<file path="src/rtl/tone_sequencer.sv">
// Purpose: Simon tone sequencer; owns the one-hot led_color bus, plays stored patterns, echoes button presses.
// Latency: start -> first tone on the 3rd clock after start is sampled; button press -> tone on the next clock.
// Backpressure: none; a held button does not retrigger until released, and start is ignored outside IDLE.
module tone_sequencer #(
  parameter int TONE_CYCLES = 12_500_000,
  parameter int GAP_CYCLES  = 5_000_000,
  parameter int MAX_LEN     = 32,
  localparam int ADDR_W     = $clog2(MAX_LEN)
) (
  input  logic              clk,
  input  logic              rst,
  input  logic              start,
  input  logic              abort,
  input  logic [ADDR_W:0]   seq_len,
  output logic [ADDR_W-1:0] seq_addr,
  input  logic [1:0]        seq_data,
  input  logic [3:0]        btn,
  output logic [3:0]        led_color,
  output logic              busy,
  output logic              done,
  output logic              press_valid,
  output logic [1:0]        press_idx
);

  localparam int MAX_CYC = (TONE_CYCLES > GAP_CYCLES) ? TONE_CYCLES : GAP_CYCLES;
  localparam int CNT_W   = $clog2(MAX_CYC + 1);

  localparam logic [CNT_W-1:0]  TONE_LAST = CNT_W'(TONE_CYCLES - 1);
  localparam logic [CNT_W-1:0]  GAP_LAST  = CNT_W'(GAP_CYCLES - 1);
  localparam logic [CNT_W-1:0]  CNT_ONE   = CNT_W'(1);
  localparam logic [ADDR_W:0]   IDX_ONE   = (ADDR_W + 1)'(1);
  localparam logic [ADDR_W:0]   LEN_MAX   = (ADDR_W + 1)'(MAX_LEN);

  typedef enum logic [2:0] {
    S_IDLE,
    S_FETCH,
    S_LOAD,
    S_TONE,
    S_GAP,
    S_DONE,
    S_ECHO,
    S_RELEASE
  } state_t;

  state_t           state;
  logic [CNT_W-1:0] cnt;
  logic [ADDR_W:0]  idx;
  logic [ADDR_W:0]  len;
  logic [ADDR_W:0]  idx_nxt;
  logic [ADDR_W:0]  len_clamp;

  // Red has the highest priority when several buttons are down at once.
  function automatic logic [1:0] low_idx(input logic [3:0] b);
    logic [1:0] r;
    r = 2'd3;
    if (b[2]) r = 2'd2;
    if (b[1]) r = 2'd1;
    if (b[0]) r = 2'd0;
    return r;
  endfunction

  assign idx_nxt   = idx + IDX_ONE;
  assign len_clamp = (seq_len > LEN_MAX) ? LEN_MAX : seq_len;

  // Single sequencer FSM; every output is a register updated alongside the state.
  always_ff @(posedge clk or negedge rst) begin
    if (!rst) begin
      state       <= S_IDLE;
      led_color   <= '0;
      seq_addr    <= '0;
      busy        <= 1'b0;
      done        <= 1'b0;
      press_valid <= 1'b0;
      press_idx   <= '0;
      cnt         <= '0;
      idx         <= '0;
      len         <= '0;
    end else begin
      done        <= 1'b0;
      press_valid <= 1'b0;
      if (abort && state != S_IDLE) begin
        // Cancel wins over every other transition and never produces a done pulse.
        state     <= S_IDLE;
        led_color <= '0;
        busy      <= 1'b0;
        cnt       <= '0;
      end else begin
        case (state)
          S_IDLE: begin
            if (start && !abort) begin
              len  <= len_clamp;
              idx  <= '0;
              cnt  <= '0;
              busy <= 1'b1;
              if (len_clamp == '0) begin
                state <= S_DONE;
                done  <= 1'b1;
              end else begin
                state    <= S_FETCH;
                seq_addr <= '0;
              end
            end else if (!start && btn != 4'b0000) begin
              // Playback outranks echo: a same-cycle start suppresses the press.
              state       <= S_ECHO;
              press_valid <= 1'b1;
              press_idx   <= low_idx(btn);
              led_color   <= 4'b0001 << low_idx(btn);
              busy        <= 1'b1;
              cnt         <= '0;
            end
          end
          S_FETCH: begin
            // RAM samples seq_addr on this edge; data is ready for LOAD.
            state <= S_LOAD;
          end
          S_LOAD: begin
            state     <= S_TONE;
            led_color <= 4'b0001 << seq_data;
            cnt       <= '0;
          end
          S_TONE: begin
            if (cnt == TONE_LAST) begin
              state     <= S_GAP;
              led_color <= '0;
              cnt       <= '0;
            end else begin
              cnt <= cnt + CNT_ONE;
            end
          end
          S_GAP: begin
            if (cnt == GAP_LAST) begin
              cnt <= '0;
              if (idx_nxt == len) begin
                state <= S_DONE;
                done  <= 1'b1;
              end else begin
                idx      <= idx_nxt;
                seq_addr <= idx_nxt[ADDR_W-1:0];
                state    <= S_FETCH;
              end
            end else begin
              cnt <= cnt + CNT_ONE;
            end
          end
          S_DONE: begin
            state <= S_IDLE;
            busy  <= 1'b0;
          end
          S_ECHO: begin
            if (cnt == TONE_LAST) begin
              state     <= S_RELEASE;
              led_color <= '0;
              cnt       <= '0;
            end else begin
              cnt <= cnt + CNT_ONE;
            end
          end
          S_RELEASE: begin
            // Hold here until every button is up so a held button cannot retrigger.
            if (btn == 4'b0000) begin
              state <= S_IDLE;
              busy  <= 1'b0;
            end
          end
          default: begin
            state     <= S_IDLE;
            led_color <= '0;
            busy      <= 1'b0;
          end
        endcase
      end
    end
  end

endmodule
</file>
<file path="config.mk">
export PLATFORM = sky130hd
export DESIGN_NAME = tone_sequencer
export DESIGN_NICKNAME = d
export VERILOG_FILES = /design/src/rtl/tone_sequencer.sv
export SDC_FILE = /design/constraint.sdc
export NUM_CORES = 1
export LEC_CHECK = 0
export ABC_AREA = 0
export CORE_MARGIN = 3
export CORE_UTILIZATION = 30
export CTS_BUF_LIST = sky130_fd_sc_hd__clkbuf_4 sky130_fd_sc_hd__clkbuf_8
export CTS_CLUSTER_SIZE = 28
export DETAILED_ROUTE_END_ITERATION = 8
export GPL_TIMING_DRIVEN = 0
export MAX_ROUTING_LAYER = met4
export PLACE_DENSITY = 0.57
export SETUP_SLACK_MARGIN = 0.05
export SLEW_MARGIN = 0
export SYNTH_ARGS = -nofsm -noshare
export SYNTH_HDL_FRONTEND = slang
export SYNTH_SLANG_ARGS = --single-unit
</file>
<file path="constraint.sdc">
create_clock -name clk -period 3.5 [get_ports clk]
set_input_delay 0.525 -clock clk [delete_from_list [all_inputs] [get_ports clk]]
set_output_delay 0.525 -clock clk [all_outputs]
set_load 0.1 [all_outputs]
</file>
==> results.md <==
- Outcome: finished, final reports clean
- Register area share after synthesis: 42.8%
- Finished Cell Area: 0.00365 mm^2
- DIE AREA: 0.0116 mm^2
- H-tree depth: 2
- Fillers: 1025
- Period utilization: 86.9%
- Clock tree buffer depth: 2
- CP max stage delay: 0.71 ns
- Via Count: 2535
- Top cells by count, synth: dfrtp_1 (53), nor2_1 (44), nand2_1 (29), o21ai_1 (14), clkbuf_1 (11)
- Clock share of power: 15.2%
- Post-Synth Simple-Gate Area: 25.5%
- Rel. slew slack: 35.1%
- Dpl hpwl: 5100 um
- Post-CTS setup buffers: 0
- Max IR drop VDD: 375 uV
- Post-CTS Hold Fix Bufs: 0
- Switch share: 45.9%
- Drt pass-1 iters: 4
- Worst reg2reg path depth: 8
- Wire per inst: 13.8 um
- Residual overflow from global routing: 0
- Leading cell types by total area after synthesis: dfrtp_1 (43%), nor2_1 (5.3%), nand2_1 (3.5%), mux2_1 (2.9%), xnor2_1 (2.8%)
- Max Cap Viol: 0
- Compound-gate portion of the synthesized area: 14.4%
- Port buffer count: 28
- Worst-Skew Late Latency: 0.32 ns
- CP Cell Sequence: clkdlybuf4s50_1 > or4_1 > a211oi_1 > nor2_1 > and2_1 > clkbuf_1 > buf_2 > nor2_1
- Min cycle time layout: 3.04 ns
- Die width: 108 um
- Num CTS Buffers: 5
- Post-route ant nets: 0
- Hold WC Path Type: in -> async
- Post-Place Worst Slack: 0.156 ns
- Main combinational cell family by area after synthesis: simple AND/OR/NAND/NOR gates
- Worst Skew: 0.0158 ns
- Final hold viol count: 0
- CP bufs+invs: 3
- Global Route Usage Sum: 12.6%
- Net Count, Synth: 345
- Top delay family on crit path: simple AND/OR/NAND/NOR gates
- Maximum clock frequency: 0.329 GHz
- Yosys top cell area share: 42.8%
- Worst reg2reg setup slack: 0.65 ns
- Adder-cell share of the synthesized area: 1.17%
- Routed Wire Length: 6860 um
- Vias in the first global route: 2442
- Layout overhead on the synthesized area: 17.9%
- PostCTS Resize Cnt: 0
- Sequential Power Share: 32.9%
- Critical path endpoint category: flip-flop
- Clock transition at path regs: 0.11 ns
- Worst EP required: 3.74 ns
- Post-layout worst setup margin: 0.458 ns
- CP arrival: 3.28 ns
- # DRC: 0
- Pwr Density: 653 mW/mm^2
- Routability congestion estimate from global placement: 0.850
- Pin count of the biggest net entering global routing: 37
- Comb power frac: 51.9%
- Leakage: 1.59 nW
- 1st-iter DRT viols: 91
- Final hold slack: 0.128 ns
- Most frequent cell after synthesis: dfrtp_1
- Unique cell type count in the Yosys netlist: 61
- Multi-input logic area: 0.00168 mm^2
- Reg area: 0.00133 mm^2
- Cell Int Power: 1.29 mW
- P_sw: 1.09 mW
- CP Launch Point: btn[2]
- Fin. max-slew vios: 0
- Synth async-reset ratio: 100%
- Post-synthesis mux area share: 5.54%
- Root buffer cell: clkbuf_8
- Floorplan core area: 0.00991 mm^2
- Final setup viols: 0
- Most frequent CP cell: nor2_1
- Worst slew pin tran: 0.971 ns
- First-pass GRT wire length: 11600 um
- Worst reg2reg path endpoint: cnt[3]$_DFFE_PN0P_
- EDFF count, synth: 0
- Synth Cell Area: 0.00310 mm^2
- Starting Density: 31.2%
- Placed cell area: 0.00356 mm^2
- Antenna cell count: 0
- Initial antenna violation count: 0
- Yosys top cell by area: dfrtp_1
- Via-to-Cell Ratio: 5.10
- Mean Syn Cell Area: 9.47 um^2
- Crit start category: input port
- Synth Instances: 327
- Synth Flop Type: dfrtp_1
- Yosys warns: 0
- # nets final: 381
- CTS Sinks: 53
- Post-synthesis register bit count: 53
- Die Span Y: 108 um
- Row count: 36
- R2R Path Start: cnt[14]$_DFFE_PN0P_
- CTS tree: done
- RSZ-0062 raised after global routing: no
- CP max-delay cell: a211oi_1
- Layout cells sized above 1: 7.42%
- Post-synthesis xor/xnor area fraction: 7.64%
- Setup TNS: 0 ns
- Critical path type: in -> reg
- CP max FO: 10
- Top-level I/O count: 30
## per-stage QoR
stage | total power [mW] | cells | util (%)
2_1_floorplan | 1.75 | 327 | -
3_3_place_gp | 2.02 | 488 | 35.7
3_5_place_dp | 2.04 | 489 | 35.9
4_1_cts | 2.41 | 497 | 36.8
5_1_grt | 2.54 | 497 | 36.8
6_report | 2.38 | 497 | 36.8
## kinds of logic (layout without fill, tap and decap cells)
logic type / count (synthesis) / count (layout)
adder cells (fa/ha/maj): 3 / 3
AO/OA/AOI/OAI: 64 / 64
buffers and inverters: 21 / 58
flip-flops: 53 / 53
XOR/XNOR: 22 / 22
AND/OR/NAND/NOR: 150 / 150
multiplexers: 14 / 14
## routing by layer
layer | GRT usage, % | vias to the layer above | wire length (um) | share of wire, %
met3 | 2.16 | 9 | 265 | 3.9
met4 | 2.80 | 0 | 81 | 1.2
met2 | 20.2 | 57 | 3280 | 48
met5 | - | - | 0 | 0
li1 | - | 1248 | - | -
met1 | 16.7 | 1221 | 3240 | 47
## power by group through the flow
stage                     registers (mW)  clock network (mW)  logic, mW
final                              0.783               0.362       1.24
after global routing               0.800               0.396       1.34
after floorplan                     1.11                   0      0.640
after CTS                          0.786               0.375       1.24
after global placement             0.795                   0       1.23
after detailed placement           0.798                   0       1.24
## how the worst max path moves through the flow
stage	to	slack (ns)	depth (start not counted)
4_1_cts	cnt[3]$_DFFE_PN0P_	0.47	8
2_1_floorplan	led_color[0]$_DFFE_PN0P_	1.00	6
3_5_place_dp	cnt[3]$_DFFE_PN0P_	0.16	8
3_3_place_gp	cnt[4]$_DFFE_PN0P_	0.19	1
6_report	cnt[3]$_DFFE_PN0P_	0.46	8
5_1_grt	cnt[3]$_DFFE_PN0P_	0.29	8
## cell usage in the layout (no fill, tap or decap), types with 4 or more instances in the layout
cell type and count:
a21o_1 9, a21oi_1 8, a22o_1 4, and3_1 5, buf_2 4, clkbuf_1 11
clkbuf_8 5, clkdlybuf4s50_1 27, dfrtp_1 53, inv_1 5, mux2_1 8, mux2_4 4
nand2_1 29, nand2b_1 9, nand3_1 10, nand4_1 5, nor2_1 44, nor3_1 8
nor3b_1 4, nor4_1 5, o21ai_0 8, o21ai_1 14, xnor2_1 10, xor2_1 9
## registers in the layout, summed over array words and instances (netlist names)
register and count:
state 3, len 6, press_idx 2, press_valid 1, led_color 4, busy 1, done 1, idx 6
cnt 24, seq_addr 5
## area by class of cell
type,instances,area share (%)
well taps,133,4.56
inverters,6,0.617
plain buffers,15,1.85
repair buffers,29,8.09
clock buffers,5,1.89
clock inverters,3,0.617
multi-input cells,253,46.0
flip-flops and latches,53,36.4
Note: power is estimated with default switching activity, not from simulation.
